[src/rtl/digital_trigger_detect.sv]
// Trigger qualifier for the decimated digital sample stream.
// Evaluates a masked level/edge/change condition against a latched
// configuration, issues a registered one-cycle trigger pulse, and manages
// single-shot / auto re-arm with an optional holdoff in samples.
module digital_trigger_detect #(
  parameter int NUM_SIGNALS   = 8,
  parameter int HOLDOFF_WIDTH = 16
) (
  input  logic                     clk,
  input  logic                     rst,
  input  logic                     in_valid,
  input  logic [NUM_SIGNALS-1:0]   in,
  input  logic                     arm,
  input  logic                     disarm,
  input  logic [1:0]               mode,
  input  logic [NUM_SIGNALS-1:0]   trig_mask,
  input  logic [NUM_SIGNALS-1:0]   trig_value,
  input  logic [HOLDOFF_WIDTH-1:0] holdoff,
  input  logic                     single_shot,
  output logic                     trigger,
  output logic                     armed,
  output logic                     holding,
  output logic                     done
);

  typedef enum logic [1:0] {
    S_IDLE  = 2'd0,
    S_PRIME = 2'd1,
    S_ARMED = 2'd2,
    S_HOLD  = 2'd3
  } state_t;

  localparam logic [1:0] MODE_LEVEL = 2'b00;
  localparam logic [1:0] MODE_ENTRY = 2'b01;
  localparam logic [1:0] MODE_EXIT  = 2'b10;
  localparam logic [1:0] MODE_CHG   = 2'b11;

  state_t                   state_q, state_d;
  logic [1:0]               mode_q, mode_d;
  logic [NUM_SIGNALS-1:0]   mask_q, mask_d;
  logic [NUM_SIGNALS-1:0]   value_q, value_d;
  logic [HOLDOFF_WIDTH-1:0] holdoff_q, holdoff_d;
  logic                     single_q, single_d;
  logic [NUM_SIGNALS-1:0]   prev_q, prev_d;
  logic [HOLDOFF_WIDTH-1:0] cnt_q, cnt_d;
  logic                     trigger_q, trigger_d;
  logic                     done_q, done_d;

  logic m, m_prev, chg, hit, fire, arm_ok, hold_last;

  // Match terms on the current sample and on the previous valid sample,
  // always against the latched configuration.
  always_comb begin
    m      = ((in ^ value_q) & mask_q) == '0;
    m_prev = ((prev_q ^ value_q) & mask_q) == '0;
    chg    = ((in ^ prev_q) & mask_q) != '0;
    hit    = 1'b0;
    unique case (mode_q)
      MODE_LEVEL: hit = m;
      MODE_ENTRY: hit = m & ~m_prev;
      MODE_EXIT:  hit = ~m & m_prev;
      MODE_CHG:   hit = chg;
      default:    hit = 1'b0;
    endcase
    // disarm wins over a simultaneous hit
    fire      = (state_q == S_ARMED) & in_valid & hit & ~disarm;
    arm_ok    = (state_q == S_IDLE) & arm & ~disarm;
    hold_last = (cnt_q == HOLDOFF_WIDTH'(1));
  end

  // State register plus all datapath flops.
  always_ff @(posedge clk) begin
    if (rst) begin
      state_q   <= S_IDLE;
      mode_q    <= '0;
      mask_q    <= '0;
      value_q   <= '0;
      holdoff_q <= '0;
      single_q  <= 1'b0;
      prev_q    <= '0;
      cnt_q     <= '0;
      trigger_q <= 1'b0;
      done_q    <= 1'b0;
    end else begin
      state_q   <= state_d;
      mode_q    <= mode_d;
      mask_q    <= mask_d;
      value_q   <= value_d;
      holdoff_q <= holdoff_d;
      single_q  <= single_d;
      prev_q    <= prev_d;
      cnt_q     <= cnt_d;
      trigger_q <= trigger_d;
      done_q    <= done_d;
    end
  end

  // Next-state logic; gap cycles (in_valid=0) never advance the FSM.
  always_comb begin
    state_d = state_q;
    if (disarm) begin
      state_d = S_IDLE;
    end else begin
      unique case (state_q)
        S_IDLE:  if (arm) state_d = S_PRIME;
        S_PRIME: if (in_valid) state_d = S_ARMED;
        S_ARMED: begin
          if (fire) begin
            if (single_q)              state_d = S_IDLE;
            else if (holdoff_q != '0)  state_d = S_HOLD;
            else                       state_d = S_ARMED;
          end
        end
        S_HOLD:  if (in_valid && hold_last) state_d = S_ARMED;
        default: state_d = S_IDLE;
      endcase
    end
  end

  // Config latch, history, holdoff counter, trigger pulse and done flag.
  always_comb begin
    mode_d    = mode_q;
    mask_d    = mask_q;
    value_d   = value_q;
    holdoff_d = holdoff_q;
    single_d  = single_q;
    prev_d    = prev_q;
    cnt_d     = cnt_q;
    trigger_d = fire;
    done_d    = done_q;

    if (arm_ok) begin
      mode_d    = mode;
      mask_d    = trig_mask;
      value_d   = trig_value;
      holdoff_d = holdoff;
      single_d  = single_shot;
      done_d    = 1'b0;
    end

    // History tracks every valid sample once armed; PRIME uses it to seed
    // the edge modes.
    if (in_valid && state_q != S_IDLE) prev_d = in;

    if (fire && !single_q && holdoff_q != '0) cnt_d = holdoff_q;
    if (state_q == S_HOLD && in_valid && !disarm) cnt_d = cnt_q - HOLDOFF_WIDTH'(1);

    if (fire && single_q) done_d = 1'b1;
  end

  // Status outputs decoded from state and flops.
  always_comb begin
    trigger = trigger_q;
    armed   = (state_q == S_ARMED);
    holding = (state_q == S_HOLD);
    done    = done_q;
  end

endmodule
[config.mk]
export PLATFORM = sky130hd
export DESIGN_NAME = digital_trigger_detect
export DESIGN_NICKNAME = d
export VERILOG_FILES = /design/src/rtl/digital_trigger_detect.sv
export SDC_FILE = /design/constraint.sdc
export NUM_CORES = 1
export LEC_CHECK = 0
export ABC_AREA = 1
export BUFFER_PORTS_ARGS = -buffer_cell sky130_fd_sc_hd__buf_2
export CAP_MARGIN = 20
export CORE_ASPECT_RATIO = 0.6
export CORE_UTILIZATION = 52
export CTS_CLUSTER_SIZE = 40
export DETAILED_ROUTE_END_ITERATION = 10
export GPL_ROUTABILITY_DRIVEN = 0
export PLACE_DENSITY = 0.77
export SETUP_SLACK_MARGIN = 0.02
export SLEW_MARGIN = 20
export SYNTH_ARGS = -nofsm -noshare
export SYNTH_HDL_FRONTEND = slang
export SYNTH_SLANG_ARGS = --single-unit
[constraint.sdc]
create_clock -name clk -period 1.8 [get_ports clk]
set_clock_uncertainty 0.1 [all_clocks]
set_input_delay 0.27 -clock clk [delete_from_list [all_inputs] [get_ports clk]]
set_output_delay 0.27 -clock clk [all_outputs]
set_load 0.02 [all_outputs]
* Word-level counts from Yosys, hierarchy flattened
Cells that the tools add are included.
Word-level totals: RAM bits 0, memories kept 0, bits in latches 0, input port bits 48, register bits after elaboration 63, ROM bits 0, logic and storage cells 70, output and inout bits 4
Cells by class: shift-type cells 0, mux-type cells 12, equal/unequal tests 11, reductions and logical operators 20, multipliers 0, $add $sub $neg 1, div/mod/pow operators 0, bitwise gates (word level) 16, $lt $le $gt $ge 0
Operators with widths (count):
- $mux W16 | 2
- $and A8 B8 Y8 | 3
- $xor A8 B8 Y8 | 3
- $eq A16 B1 Y1 const B | 1
- $logic_not A8 Y1 | 2
- $reduce_bool A16 Y1 | 1
- $sub A16 B1 Y16 const B | 1
- $mux W2 | 5
- $eq A2 B2 Y1 const B | 4
- $pmux W2 S4 | 1
- $reduce_bool A8 Y1 | 1
- $and A1 B1 Y1 | 7
- $logic_and A1 B1 Y1 | 7
- $reduce_bool A2 Y1 | 3
- $eq A2 B1 Y1 const B | 2
- $logic_not A2 Y1 | 2
- $ne A2 B1 Y1 const B | 2
- $ne A2 B2 Y1 const B | 2
- $pmux W1 S4 | 1
- $reduce_and A4 Y1 | 1
- $mux W1 | 3
- $not A1 Y1 | 3
- $logic_not A1 Y1 | 2
- $reduce_or A2 Y1 | 1

* Depth between registers and ports, before layout
depth in word-level cells 12, gate-level depth with buffers 17, depth with buffers taken out 17

* Worst setup path after synthesis
Ideal clock, no wire load.
path kind register to register, from register state_q[0], to register cnt_q[1], path slack -0.058 ns, library setup time 0.112 ns, arrival time 1.647 ns, period minus slack after synthesis 1.858 ns, data required time 1.588 ns, stages on the path, launching flop included 10, path buffers 1, cells stage by stage dfxtp_1 buf_2 nor2_1 nand2_1 a31oi_4 nand3_4 nand2_2 inv_1 nor2_1 nor2_1
On the way: longest elaborated chain between the ends 7, elaborated cells between the ends (all ways) 11, classes of those cells eq/ne (2); mux (1); bitwise (3); reduce/logical (5)
RTL lines:
- start: declaration | line 38 | state_t state_q, state_d;
- start signal: assignment | line 85 | state_q <= state_d;
- $eq A2 B2 Y1
- net armed | line 21 | output logic armed,
- $and A1 B1 Y1 (3 in a row) | line 66 | fire = (state_q == S_ARMED) & in_valid & hit & ~disarm;
- $logic_and A1 B1 Y1 (2 in a row) | line 145 | if (fire && !single_q && holdoff_q != '0) cnt_d = holdoff_q;
- $reduce_bool A2 Y1 (no source line)
- end signal: assignment | line 92 | cnt_q <= cnt_d;
- end: declaration | line 45 | logic [HOLDOFF_WIDTH-1:0] cnt_q, cnt_d;
The timed path passes the listed nets, and every way through them passes these cells. A chain may end at the register's enable or synchronous reset.

* Worst setup path after layout
from register prev_q[2], to register cnt_q[13]
On the way: longest elaborated chain between the ends 11, elaborated cells between the ends (all ways) 15, classes of those cells mux (1); bitwise (9); reduce/logical (5)
RTL lines:
- start: declaration | line 44 | logic [NUM_SIGNALS-1:0] prev_q, prev_d;
- start signal: assignment | line 91 | prev_q <= prev_d;
- $xor A8 B8 Y8 | line 55 | m_prev = ((prev_q ^ value_q) & mask_q) == '0;
- $and A8 B8 Y8 | line 55
- $logic_not A8 Y1 | line 55
- $not A1 Y1 | line 60 | MODE_ENTRY: hit = m & ~m_prev;
- $and A1 B1 Y1 | line 60
- $pmux W1 S4 * | line 58 | unique case (mode_q)
- $and A1 B1 Y1 * (2 in a row) | line 66
- $logic_and A1 B1 Y1 * (2 in a row) | line 145
- $reduce_bool A2 Y1 (no source line) *
Every way passes the cells marked *; elsewhere a longest branch is shown, timed or not.

==> qor.txt <==
result of the run: finished, violations left
failing checks: setup timing
dpl cell area: 4100 um2
Period minus WS final: 1.87 ns
worst min-delay path class: input pin to register
Clk pwr share: 35.3%
drt initial violations: 302
slew margin rel.: 75.5%
hold-fix buffers at CTS: 0
cell taking the most area after synthesis: dfxtp_1
Yosys top cell area share: 36.0%
post-synthesis cell type count: 30
share of post-route cells with drive strength above 1: 31.8%
drt drc: 0
R2R Setup Slk: -0.07 ns
Post-Synthesis Cells: 558
Reg power frac: 47.2%
worst-skew pair later-pin latency: 0.37 ns
adder-cell area share of the yosys netlist: 0.714%
Initial Util: 55.6%
Clk Tree Root Cell: clkbuf_8
number of nets in the layout: 692
largest family of logic cells by synthesized area: simple AND/OR/NAND/NOR gates
GR Util met2: 43.9%
RSZ-0062 raised after global routing: yes
most used routing layer: met2
mux contribution to synthesized area: 0%
sw frac: 31.6%
Lkg Pwr: 2.16 nW
Max Clk Rate: 535 MHz
top post-synthesis cells by area: dfxtp_1 36%, nand2_1 13%, nor2_1 11%, o21ai_0 8.6%, inv_1 7.0%
Std-Cell Rows: 22
number of port buffers: 51
fin. max-slew vios: 0
Yosys reg bits: 63
CTS Buf Count: 9
final hold violation count: 0
post-DP HPWL: 7240 um
crit-path max cell delay: 0.38 ns
Total Routing Usage GR: 30.1%
final setup TNS: -0.302 ns
Worst path slowest cell: dfxtp_4
CP arrival: 2.03 ns
register area share after synthesis: 36.0%
Final WS setup: -0.0684 ns
CP Max Fanout: 7
Tcrit/Tclk final: 104%
antenna diode count: 0
Main synth FF type: dfxtp_1
Final setup viols: 10
Mapped Area: 3500 um2
CP Data Required Time: 1.96 ns
XOR/XNOR Fraction of Synth Area: 1.00%
drt wl/cell: 14.1 um
Reg clk slew, reported paths: 0.08 ns
Die Y: 65.6 um
design area: 4550 um2
kind of critical path: register to register
die area: 7080 um2
VDD IR max: 0.511 mV
CTS max path bufs: 2
PD cells: 719 nW/um2
largest net degree at the start of global routing: 54
Int Power: 2.24 mW
drt total wl: 10300 um
hold depth: 3
Synth-to-Final Area Change: 30.0%
Comb power frac: 17.5%
vias per cell: 5.40
I/O pin count: 52
initial antenna violation count: 0
dpl ws: -0.210 ns
CP startpoint kind: register
commonest non-fill, non-tap cells in the layout: 99 x nand2_1, 85 x nor2_1, 59 x inv_1
die width: 108 um
CP cell instances: nand2_2, nand2_2, nor2_1, nor2_2, nand2_1, nor2_1, nand2_1, nand2_1, nand2_2, nand2_4, nand3_4, buf_6, nand2_2, nand3_2, nand2_1, inv_1
first-pass GRT wire length: 16000 um
Initial DRT Pass Iterations: 8
Worst Tran Pin Value: 0.366 ns
CTS tree: done
Avg Cell Area, Syn: 6.28 um2
Post-Synth Simple-Gate Area: 36.1%
met1 GRT Util: 43.0%
Syn Nets: 608
met3 GRT Util: 8.13%
core area: 6300 um2
Worst setup EP type: register
vias in the first global route: 3402
Post-synth EDFFs: 0
Synth Area in Compound Gates: 16.0%
Final Non-Filler Cells: 731
CTS Sinks: 63
Register-to-Register Path Depth: 16
sw power: 1.04 mW
Synth Warn #: 0
leading cell type in the layout, fill and taps excluded: nand2_1
filler cell count in the final layout: 511
Post-Place Cells: 713
asr flop ratio synth: 0%
htree depth: 3
Antenna Violating Nets Remaining: 0
GRT Residual Overflow: 0
worst hold margin: 0.0286 ns
Max Cap Viol: 0
Vias: 3947
[layer usage]
metal | up-vias | routed length (um)
met2 | 186 | 4460
li1 | 1958 | -
met1 | 1781 | 4850
met3 | 22 | 881
met5 | - | 0
met4 | 0 | 148
[worst max-delay path, delay by kind of cell (launching register included)]
family,cells,cell delay (ns)
DFF,1,0.38
buffers and inverters,2,0.21
and+or+nand+nor,14,1.07
[kinds of logic (layout without fill, tap and decap cells)]
logic type	count (synthesis)	in the layout
compound gates	107	107
xor+xnor	4	4
fa+ha+maj	2	2
buf+inv	89	178
flops	63	63
simple gates	293	293
[cell usage after synthesis, types with 2 or more instances]
cell type	count
a21oi_1	41
buf_2	7
clkbuf_1	10
dfxtp_1	63
ha_1	2
inv_1	65
inv_2	6
nand2_1	122
nand2_2	4
nand3_1	38
nand3_2	6
nand4_1	7
nor2_1	101
nor3_1	4
nor4_1	3
o21ai_0	60
or2_2	4
xor2_1	3
[repair_timing]
| action | in CTS | in global routing |
|---|---|---|
| buffers inserted | 1 | 1 |
| resized for setup | 38 | 61 |
| pin swaps | 8 | 16 |
| endpoints found under the setup margin | 19 | 20 |
[state kept, by name, indices dropped and copies added, names as in the netlist]
register and cells:
state_q 2, cnt_q 16, single_q 1, holdoff_q 16
value_q 8, trigger 1, mask_q 8, done 1
prev_q 8, mode_q 2
[metrics by stage]
| stage | power, mW | util [%] |
|---|---|---|
| floorplan | 1.87 | - |
| global placement | 2.06 | 65.1 |
| detailed placement | 2.08 | 65.1 |
| CTS | 3.24 | 69.6 |
| global route | 3.43 | 72.2 |
| finish | 3.27 | 72.2 |
[cell type report]
| class | count | area (um2) | area share, % |
|---|---|---|---|
| clock inverters | 6 | 46.3 | 1.02 |
| well taps | 84 | 105 | 2.31 |
| clock buffers | 10 | 138 | 3.02 |
| flip-flops and latches | 63 | 1300 | 28.5 |
| repair buffers | 91 | 601 | 13.2 |
| multi-input cells | 406 | 2100 | 46.1 |
| inverters | 71 | 269 | 5.91 |
[worst paths after layout]
kind / startpoint / end
max: prev_q[2] / cnt_q[13]
min: trig_mask[6] / mask_q[6]
max reg2reg: prev_q[2] / cnt_q[13]
min reg2reg: done / done
[power groups by stage]
stage	clock network, mW	registers, mW	logic, mW
floorplan	0	1.54	0.326
global placement	0	1.56	0.499
detailed placement	0	1.56	0.516
CTS	1.17	1.54	0.532
global route	1.24	1.55	0.633
finish	1.16	1.55	0.571
Power figures use the tool's default switching activity.
